--- config.mk ---
export PLATFORM = sky130hd
export DESIGN_NAME = multicycle_control
export DESIGN_NICKNAME = d
export VERILOG_FILES = /design/src/rtl/multicycle_control.sv
export SDC_FILE = /design/constraint.sdc
export NUM_CORES = 1
export LEC_CHECK = 0
export BUFFER_PORTS_ARGS = -buffer_cell sky130_fd_sc_hd__clkbuf_2
export CAP_MARGIN = 25
export CORE_UTILIZATION = 54
export DETAILED_ROUTE_END_ITERATION = 10
export HOLD_SLACK_MARGIN = 0.15
export MAX_ROUTING_LAYER = met4
export PLACE_DENSITY = 0.84
export SLEW_MARGIN = 0
export SYNTH_ARGS = -nofsm -noshare
export SYNTH_HDL_FRONTEND = slang
export SYNTH_SLANG_ARGS = --single-unit
--- constraint.sdc ---
create_clock -name clk -period 3 [get_ports clk]
set_input_delay 0.15 -clock clk [delete_from_list [all_inputs] [get_ports clk]]
set_output_delay 0.15 -clock clk [all_outputs]
set_load 0.1 [all_outputs]
--- src/rtl/multicycle_control.sv ---
// multicycle_control: main control FSM of the multicycle MIPS-subset CPU.
// Sequences fetch/decode/execute/memory/writeback and guards memory waits with a watchdog.
`default_nettype none

module multicycle_control #(
    parameter int timeout_cycles = 255,
    parameter int cnt_width      = 8
) (
    input  logic       clk,
    input  logic       rst,
    input  logic [5:0] opcode,
    input  logic       mem_ready,
    input  logic       alu_zero,
    output logic       PCWrite,
    output logic       PCWriteCond,
    output logic       IorD,
    output logic       MemRead,
    output logic       MemWrite,
    output logic       IRWrite,
    output logic [1:0] PCSource,
    output logic [1:0] ALUOp,
    output logic       ALUSrcA,
    output logic [1:0] ALUSrcB,
    output logic       RegWrite,
    output logic       RegDst,
    output logic       LUI,
    output logic [1:0] MemtoReg,
    output logic [3:0] state,
    output logic       illegal_op,
    output logic       mem_timeout
);

    typedef enum logic [3:0] {
        S_FETCH  = 4'd0,  S_DECODE = 4'd1,  S_MEMADR = 4'd2,  S_MEMRD  = 4'd3,
        S_MEMWB  = 4'd4,  S_MEMWR  = 4'd5,  S_EXEC   = 4'd6,  S_RWB    = 4'd7,
        S_BRANCH = 4'd8,  S_JUMP   = 4'd9,  S_ADDIEX = 4'd10, S_IWB    = 4'd11,
        S_LUIWB  = 4'd12
    } state_t;

    state_t                 cur, nxt;
    logic [cnt_width-1:0]   cnt, cnt_nxt;
    logic                   wait_st, expired;
    logic                   unused_zero;

    // alu_zero is consumed by the datapath together with PCWriteCond.
    assign unused_zero = alu_zero;

    assign wait_st = (cur == S_FETCH) || (cur == S_MEMRD) || (cur == S_MEMWR);
    assign expired = wait_st && !mem_ready && (cnt == cnt_width'(timeout_cycles));
    assign cnt_nxt = (wait_st && !mem_ready && !expired) ? cnt + cnt_width'(1) : '0;
    assign state   = cur;

    always_ff @(posedge clk or posedge rst) begin
        if (rst) begin
            cur <= S_FETCH;
            cnt <= '0;
        end else begin
            cur <= nxt;
            cnt <= cnt_nxt;
        end
    end

    always_comb begin
        nxt         = cur;
        PCWrite     = 1'b0;
        PCWriteCond = 1'b0;
        IorD        = 1'b0;
        MemRead     = 1'b0;
        MemWrite    = 1'b0;
        IRWrite     = 1'b0;
        PCSource    = 2'b00;
        ALUOp       = 2'b00;
        ALUSrcA     = 1'b0;
        ALUSrcB     = 2'b00;
        RegWrite    = 1'b0;
        RegDst      = 1'b0;
        LUI         = 1'b0;
        MemtoReg    = 2'b00;
        illegal_op  = 1'b0;
        mem_timeout = 1'b0;
        case (cur)
            S_FETCH: begin
                MemRead = 1'b1;
                ALUSrcB = 2'b01;
                if (mem_ready) begin
                    IRWrite = 1'b1;
                    PCWrite = 1'b1;
                    nxt     = S_DECODE;
                end
            end
            S_DECODE: begin
                ALUSrcB = 2'b11;
                case (opcode)
                    6'b000000:            nxt = S_EXEC;
                    6'b100011, 6'b101011: nxt = S_MEMADR;
                    6'b000100:            nxt = S_BRANCH;
                    6'b000010:            nxt = S_JUMP;
                    6'b001000:            nxt = S_ADDIEX;
                    6'b001111:            nxt = S_LUIWB;
                    default: begin
                        illegal_op = 1'b1;
                        nxt        = S_FETCH;
                    end
                endcase
            end
            S_MEMADR: begin
                ALUSrcA = 1'b1;
                ALUSrcB = 2'b10;
                nxt     = (opcode == 6'b100011) ? S_MEMRD : S_MEMWR;
            end
            S_MEMRD: begin
                MemRead = 1'b1;
                IorD    = 1'b1;
                if (mem_ready) nxt = S_MEMWB;
            end
            S_MEMWB: begin
                RegWrite = 1'b1;
                MemtoReg = 2'b01;
                nxt      = S_FETCH;
            end
            S_MEMWR: begin
                // An aborted store must not leave a write strobe on the bus.
                MemWrite = !expired;
                IorD     = 1'b1;
                if (mem_ready) nxt = S_FETCH;
            end
            S_EXEC: begin
                ALUSrcA = 1'b1;
                ALUOp   = 2'b10;
                nxt     = S_RWB;
            end
            S_RWB: begin
                RegWrite = 1'b1;
                RegDst   = 1'b1;
                nxt      = S_FETCH;
            end
            S_BRANCH: begin
                ALUSrcA     = 1'b1;
                ALUOp       = 2'b01;
                PCWriteCond = 1'b1;
                PCSource    = 2'b01;
                nxt         = S_FETCH;
            end
            S_JUMP: begin
                PCWrite  = 1'b1;
                PCSource = 2'b10;
                nxt      = S_FETCH;
            end
            S_ADDIEX: begin
                ALUSrcA = 1'b1;
                ALUSrcB = 2'b10;
                nxt     = S_IWB;
            end
            S_IWB: begin
                RegWrite = 1'b1;
                nxt      = S_FETCH;
            end
            S_LUIWB: begin
                RegWrite = 1'b1;
                LUI      = 1'b1;
                MemtoReg = 2'b10;
                nxt      = S_FETCH;
            end
            default: nxt = S_FETCH;
        endcase
        if (expired) begin
            mem_timeout = 1'b1;
            nxt         = S_FETCH;
        end
        if (rst) begin
            PCWrite     = 1'b0;
            PCWriteCond = 1'b0;
            IorD        = 1'b0;
            MemRead     = 1'b0;
            MemWrite    = 1'b0;
            IRWrite     = 1'b0;
            PCSource    = 2'b00;
            ALUOp       = 2'b00;
            ALUSrcA     = 1'b0;
            ALUSrcB     = 2'b00;
            RegWrite    = 1'b0;
            RegDst      = 1'b0;
            LUI         = 1'b0;
            MemtoReg    = 2'b00;
            illegal_op  = 1'b0;
            mem_timeout = 1'b0;
        end
    end

endmodule

`default_nettype wire

==> results by group, run 1 <==
Detailed routing
  • Detailed router's first-iteration violation count: 34
  • Detail Route Antenna Nets: 0
  • Routed wire per std cell: 14.4 um
  • Residual DRC count: 0
  • Mean number of vias per cell: 6.04
  • Number of detailed-route iterations in the first pass: 4
  • Total vias in the final route: 1,190
  • DRT Wirelength: about 2800 um

Die
  • Area of the core: 1800 um^2
  • Die Footprint: around 2200 um^2
  • Starting Density: 0.601
  • Num rows: 15
  • Die Ht: around 47 um
  • Die Wd: between 40 and 50 um
  • IO Count: 34

Worst setup path
  • Reg-to-reg endpoint: cnt[4]
  • Reg2Reg Depth: 4
  • WP depth: 4
  • CP delay by family, top: flip-flops
  • CP arrival: 2.16 ns
  • Crit Path Category: reg2out
  • Slowest stage delay, CP: 0.64 ns
  • Startpoint Class: flop
  • Worst r2r src: state[2]
  • FF-to-FF setup slack: slightly above 1 ns
  • Crit path launch: state[0]
  • Slowest-stage cell, CP: dfrtp_1
  • Worst setup EP type: output port
  • CP cell instances: or3b_1 -> a2bb2oi_1 -> nor3_2 -> clkbuf_2
  • Worst Path Max Fanout: 15
  • Worst EP required: ~2.9 ns
  • CP Capture Point: mem_timeout
  • Sum of buffers and inverters on the critical path: 1

Power
  • Power Density: slightly below 700 nW/um^2
  • Pleak: ~0.58 nW
  • Peak supply drop: roughly 0.52 mV
  • Total Power: around 0.89 mW

GRT
  • Gr ovfl total: 0
  • First-pass GRT wire length: 4580 um
  • Vias in the first global route: 1,060
  • Gr usage total: 0.301
  • Largest net degree at the start of global routing: 18
  • Initial antenna violation count: 0

Yosys
  • Post-Synth Adder-Cell Area: 0.0208
  • Synth Instances: approximately 150
  • Post-synthesis xor/xnor area fraction: 0.0647
  • Ys Warns: 0
  • Simple-gate share of the synthesized area: 0.420
  • Syn_nets: 156
  • Main combinational cell family by area after synthesis: simple AND/OR/NAND/NOR gates
  • Post-synthesis mux area share: 0.00924
  • Synth Area in Compound Gates: 0.133
  • Top FF cell, synth: dfrtp_1
  • Seq cells post-synth: 12
  • Top cells by area, synth: dfrtp_1 28%, nor2_1 6.6%, xor2_1 4.8%, nor3_1 4.2%, nor2_2 4.0%
  • Register area share after synthesis: 0.277
  • Mapped Avg Cell Area: around 7.5 um^2
  • Distinct cells, synth: 43
  • EDFF count, synth: 0
  • Post-synth top area share: 0.277
  • Most frequent cells after synthesis: 19 x nor2_1, 12 x dfrtp_1, 11 x nand2_1
  • Count leader, synth: nor2_1
  • Synth Cell Area: between 1000 and 1500 um^2
  • Leading area contributor after synthesis: dfrtp_1
  • Synth async-reset ratio: 1.00

Place
  • Placed Cells: approximately 190
  • Port buffer count: 32
  • Hpwl dp: between 2000 and 2500 um
  • Placer Congestion: slightly above 0.9

Run status
  • Status: complete, no violations

Timing
  • Tcrit/Tclk final: 0.771
  • Minimum clock period: roughly 2.3 ns
  • Tightest Pin Transition: roughly 0.55 ns
  • Max Fclk: roughly 430 MHz
  • Hold Vio Cnt, Final: 0
  • Final setup fails: 0
  • Clk_skew: roughly 0.0013 ns
  • Slew Limit Fails: 0
  • Slew HR: 0.636
  • RSZ-0062 raised after global routing: false

Worst hold path
  • Hold Crit Class: in2reg
  • Worst Min Path Start: mem_ready

CTS
  • Clock latency on the worst-skew pair: 0.28 ns
  • Clk buf depth: 2
  • CTS root buf: clkbuf_4
  • Hold_buf cts: 1
  • CTS HTree Levels: 1
  • CTS buffer count: 3
  • Post-CTS setup buffer count: 0
  • Sink Count: 12
  • Cts repair resizes: 0
  • CTS tree: done
  • Clock transition at path regs: approximately 0.080 ns

Final layout
  • Diode count: 0
  • Nets@finish: about 180
  • Share of cells above drive strength 1: 0.320
  • FILL cells: ~150
  • Syn-to-layout area delta: 20.4%
  • Cell Count, Final, Fillers Out: between 150 and 200
  • Area of the multi-input gates: approximately 740 um^2
  • Reg area: around 300 um^2

Job
  • Max-cap violations: 0
through the flow:
stage               utilization  setup TNS (ns)  area (um^2)  hold WS, ns  setup WS (ns)
finish                    0.724               0         1310        0.309          0.686
CTS                       0.724               0         1310        0.290          0.690
global route              0.724               0         1310        0.298          0.539
global placement          0.699               0         1260        0.378           1.07
detailed placement        0.699               0         1260        0.383           1.01
floorplan                     -          -0.158         1130       0.0444         -0.158
final cells by class:
| cell class | instances | share of cell area |
|---|---|---|
| clock buffer | 4 | 0.0278 |
| inverter | 4 | 0.0115 |
| multi-input combinational | 118 | 0.570 |
| sequential | 12 | 0.230 |
| tap | 25 | 0.0240 |
| timing repair buffer | 34 | 0.136 |
cells in the final DEF, fill, tap and decap left out, types with 2 or more instances in the layout:
master	synthesis	routed
clkbuf_2	0	32
nor2_1	19	18
dfrtp_1	12	12
nand2_1	11	11
nor2_2	7	8
nand3_1	8	8
nand2b_1	6	6
xor2_1	6	6
nor3_2	0	6
nor4_1	6	5
o21ai_0	5	5
inv_1	3	3
nand4_1	3	3
and3_1	3	3
or2_1	3	3
nor3_1	9	3
a21oi_1	4	3
clkbuf_4	0	3
xnor2_1	2	2
a2bb2oi_1	2	2
nor2b_1	2	2
or4_1	2	2
worst min-delay path by stage:
| stage | endpoint | cells past startpoint |
|---|---|---|
| CTS | state[2] | 3 |
| detailed placement | state[3] | 3 |
| finish | state[2] | 3 |
| global route | state[2] | 3 |
| floorplan | cnt[0] | 1 |
| global placement | cnt[6] | 3 |
power breakdown:
part | total, mW | switching, mW | internal, mW | leakage (nW)
clock | 0.133 | 0.0590 | 0.0739 | 0.0210
sequential | 0.236 | 0.0564 | 0.180 | 0.164
combinational | 0.523 | 0.415 | 0.108 | 0.390
total | 0.892 | 0.530 | 0.362 | 0.576
logic make-up after synthesis:
group,Yosys count
fa+ha+maj,2
flops,12
mux,1
simple gates,86
buf+inv,15
xor+xnor,8
compound gates,21
worst register-to-register path, cell delays in order, from the launching register on:
cell and delay (ns):
dfrtp_1 0.58, xnor2_1 0.40, a2bb2oi_1 0.34, nand2b_1 0.47
nor2_2 0.08
per-layer routing:
layer / GRT usage / vias to the layer above / part of all wire
met5: - / - / 0
met4: 0.0914 / 0 / 0.0088
met3: 0.0462 / 4 / 0.055
met2: 0.494 / 49 / 0.50
met1: 0.381 / 566 / 0.43
li1: - / 571 / -
sequential cells by signal, indices dropped and copies added (netlist names):
register	count
state	4
cnt	8
No activity file was read; power rests on OpenSTA's default activity.
==> inputs of run 2 (changes only) <==
Settings changed: CORE_UTILIZATION 54 to 50, PLACE_DENSITY 0.84 to 0.78.
Clock period 3 ns to 2.25 ns, I/O delays scaled along.
==> run 2 against run 1 <==
Compared with the run above:
- first-iteration DRC count decreased by 26%
- critical path type unchanged
- via count increased by 1.0%
- register-to-register slack got worse by 0.50 ns
- global-route usage decreased by 0.23 points
- final cell count increased by 4.1%
- clock skew decreased by 0.00054 ns
- non-clock buffer count increased by 6
- hold slack got worse by 0.049 ns
- power increased by 44%
- wire length increased by 3.3%
- clock-buffer cell count unchanged
- design area increased by 13%
==> results by group, run 2 (synthesis results as in run 1) <==
Run status
  • Status: complete, no violations (unchanged)

Timing
  • Clk_skew: 0.000761 ns (was 0.00130 ns)
  • Tcrit/Tclk final: 0.952
  • Hold Vio Cnt, Final: 0 (unchanged)
  • Tightest Pin Transition: 0.543 ns (was 0.548 ns)
  • Final setup fails: 0 (unchanged)
  • Hold WS: 0.260 ns (was 0.309 ns)
  • Max Fclk: roughly 470 MHz
  • Slew HR: 0.639 (was 0.636)
  • Slew Limit Fails: 0 (unchanged)
  • RSZ-0062 raised after global routing: false (unchanged)
  • Minimum clock period: ~2.1 ns

Final layout
  • Commonest cells after routing, fill and taps aside: 25 x clkbuf_2, 15 x nor2_2, 11 x nand2_1 (was 32 x clkbuf_2, 18 x nor2_1, 12 x dfrtp_1)
  • Commonest non-fill, non-tap cell in the layout: clkbuf_2 (unchanged)
  • Number of flip-flops in the largest register: 8 (unchanged)
  • Share of cells above drive strength 1: 0.410 (was 0.320)
  • Cell Count, Final, Fillers Out: 205 (was 197)
  • FILL cells: 161 (was 148)
  • Nets@finish: 190 (was 184)
  • Reg with most FFs: cnt (unchanged)
  • Diode count: 0 (unchanged)
  • Syn-to-layout area delta: 35.9% (was 20.4%)
  • Core Util, Final: 0.736 (was 0.724)

Detailed routing
  • Mean number of vias per cell: 5.86 (was 6.04)
  • Detail Route Antenna Nets: 0 (unchanged)
  • Routed wire per std cell: 14.3 um (was 14.4 um)
  • DRT Wirelength: 2940 um (was 2840 um)
  • Residual DRC count: 0 (unchanged)
  • Number of detailed-route iterations in the first pass: 4 (unchanged)
  • Detailed router's first-iteration violation count: 25 (was 34)
  • Total vias in the final route: 1,202 (was 1,190)

CTS
  • Sink Count: 12 (unchanged)
  • Clock transition at path regs: 0.08 ns (about the same)
  • CTS HTree Levels: 1 (unchanged)
  • CTS tree: done (unchanged)
  • Clk buf depth: 2 (unchanged)
  • CTS buffer count: 3 (unchanged)
  • CTS root buf: clkbuf_4 (unchanged)
  • Clock latency on the worst-skew pair: 0.28 ns (about the same)

Worst setup path
  • Startpoint Class: flop (unchanged)
  • Worst setup EP type: output port (unchanged)
  • CP arrival: 2.03 ns (was 2.16 ns)
  • Worst EP required: 2.14 ns (was 2.85 ns)
  • Crit Path Category: reg2out (unchanged)
  • Worst Path Max Fanout: 17 (was 15)

GRT
  • Largest net degree at the start of global routing: 18 (unchanged)
  • Gr usage total: 0.299 (was 0.301)
  • Gr ovfl total: 0 (unchanged)
  • First-pass GRT wire length: 5340 um (was 4580 um)
  • Initial antenna violation count: 0 (unchanged)
  • Vias in the first global route: 1,193 (was 1,060)

Die
  • Die Ht: 48.6 um (was 46.8 um)
  • Die Wd: 48.6 um (was 46.8 um)
  • Starting Density: 0.541 (was 0.601)
  • Area of the core: 2000 um^2 (was 1800 um^2)
  • IO Count: 34 (unchanged)
  • Num rows: 16 (was 15)
  • Die Footprint: 2360 um^2 (was 2190 um^2)

Place
  • Hpwl dp: 2220 um (was 2180 um)
  • Port buffer count: 32 (unchanged)
  • Placer Congestion: 0.913 (was 0.930)
  • Placed Cells: 198 (was 192)

Worst hold path
  • Hold Crit Class: in2reg (unchanged)

Power
  • Power Density: 873 nW/um^2 (was 683 nW/um^2)
  • Pleak: 0.629 nW (was 0.576 nW)
  • Peak supply drop: 0.860 mV (was 0.522 mV)

Job
  • Max-cap violations: 0 (unchanged)
run 2: cell types whose count changed in the layout (fill, tap and decap cells not counted), sizes merged:
| cell | change |
|---|---|
| buf | +11 |
| clkbuf | -7 |
| dlygate4sd3 | +2 |
run 2: layer usage:
metal,share of wire,global-route usage,up-vias
met5,0,-,-
met4,0.012,0.0833,0
met3,0.040,0.0472,5
met2,0.50,0.502,37
met1,0.45,0.373,579
li1,-,-,581
run 2: metrics by stage:
step | setup WS, ns | instance area, um^2 | setup TNS [ns] | power, mW
3_5_place_dp | 0.388 | 1400 | 0 | 1.10
3_3_place_gp | 0.412 | 1400 | 0 | 1.08
6_report | 0.109 | 1470 | 0 | 1.29
2_1_floorplan | -0.0149 | 1210 | -0.0149 | 0.960
4_1_cts | 0.0773 | 1470 | 0 | 1.28
5_1_grt | 0.0267 | 1470 | 0 | 1.35
run 2: path summary, 6_finish.rpt:
check / startpoint / to / slack, ns / cells after the start
max: state[3] / mem_timeout / 0.11 / 4
min: mem_ready / state[2] / 0.26 / 3
max reg2reg: state[1] / state[0] / 0.51 / 5
min reg2reg: cnt[0] / cnt[0] / 0.55 / 1
max in group asynchronous: rst / cnt[4] / 0.73 / 5
min in group asynchronous: rst / state[2] / 0.59 / 4
run 2: where the power goes:
group | total [mW] | switching (mW) | internal [mW]
Combinational | 0.795 | 0.603 | 0.192
Sequential | 0.314 | 0.0708 | 0.243
Clock | 0.176 | 0.0774 | 0.0985
Total | 1.29 | 0.751 | 0.534
run 2: what timing repair did:
action	in CTS	in global routing
endpoints found under the setup margin	0	3
hold buffers	3	0
buffers inserted	0	0
resized for setup	0	4
endpoints found under the hold margin	1	0
run 2: area by class of cell:
type	instances	area (um^2)	area share
multi-input combinational	118	832	0.565
sequential	12	305	0.207
clock buffer	4	36.3	0.0246
timing repair buffer	40	250	0.170
tap	27	33.8	0.0229
inverter	4	15.0	0.0102
run 2: worst max-delay path, cell delays in order, from the launching register on:
cell	delay, ns
dfrtp_2	0.52
or3b_1	0.40
a2bb2oi_1	0.19
nor3_4	0.19
buf_2	0.44
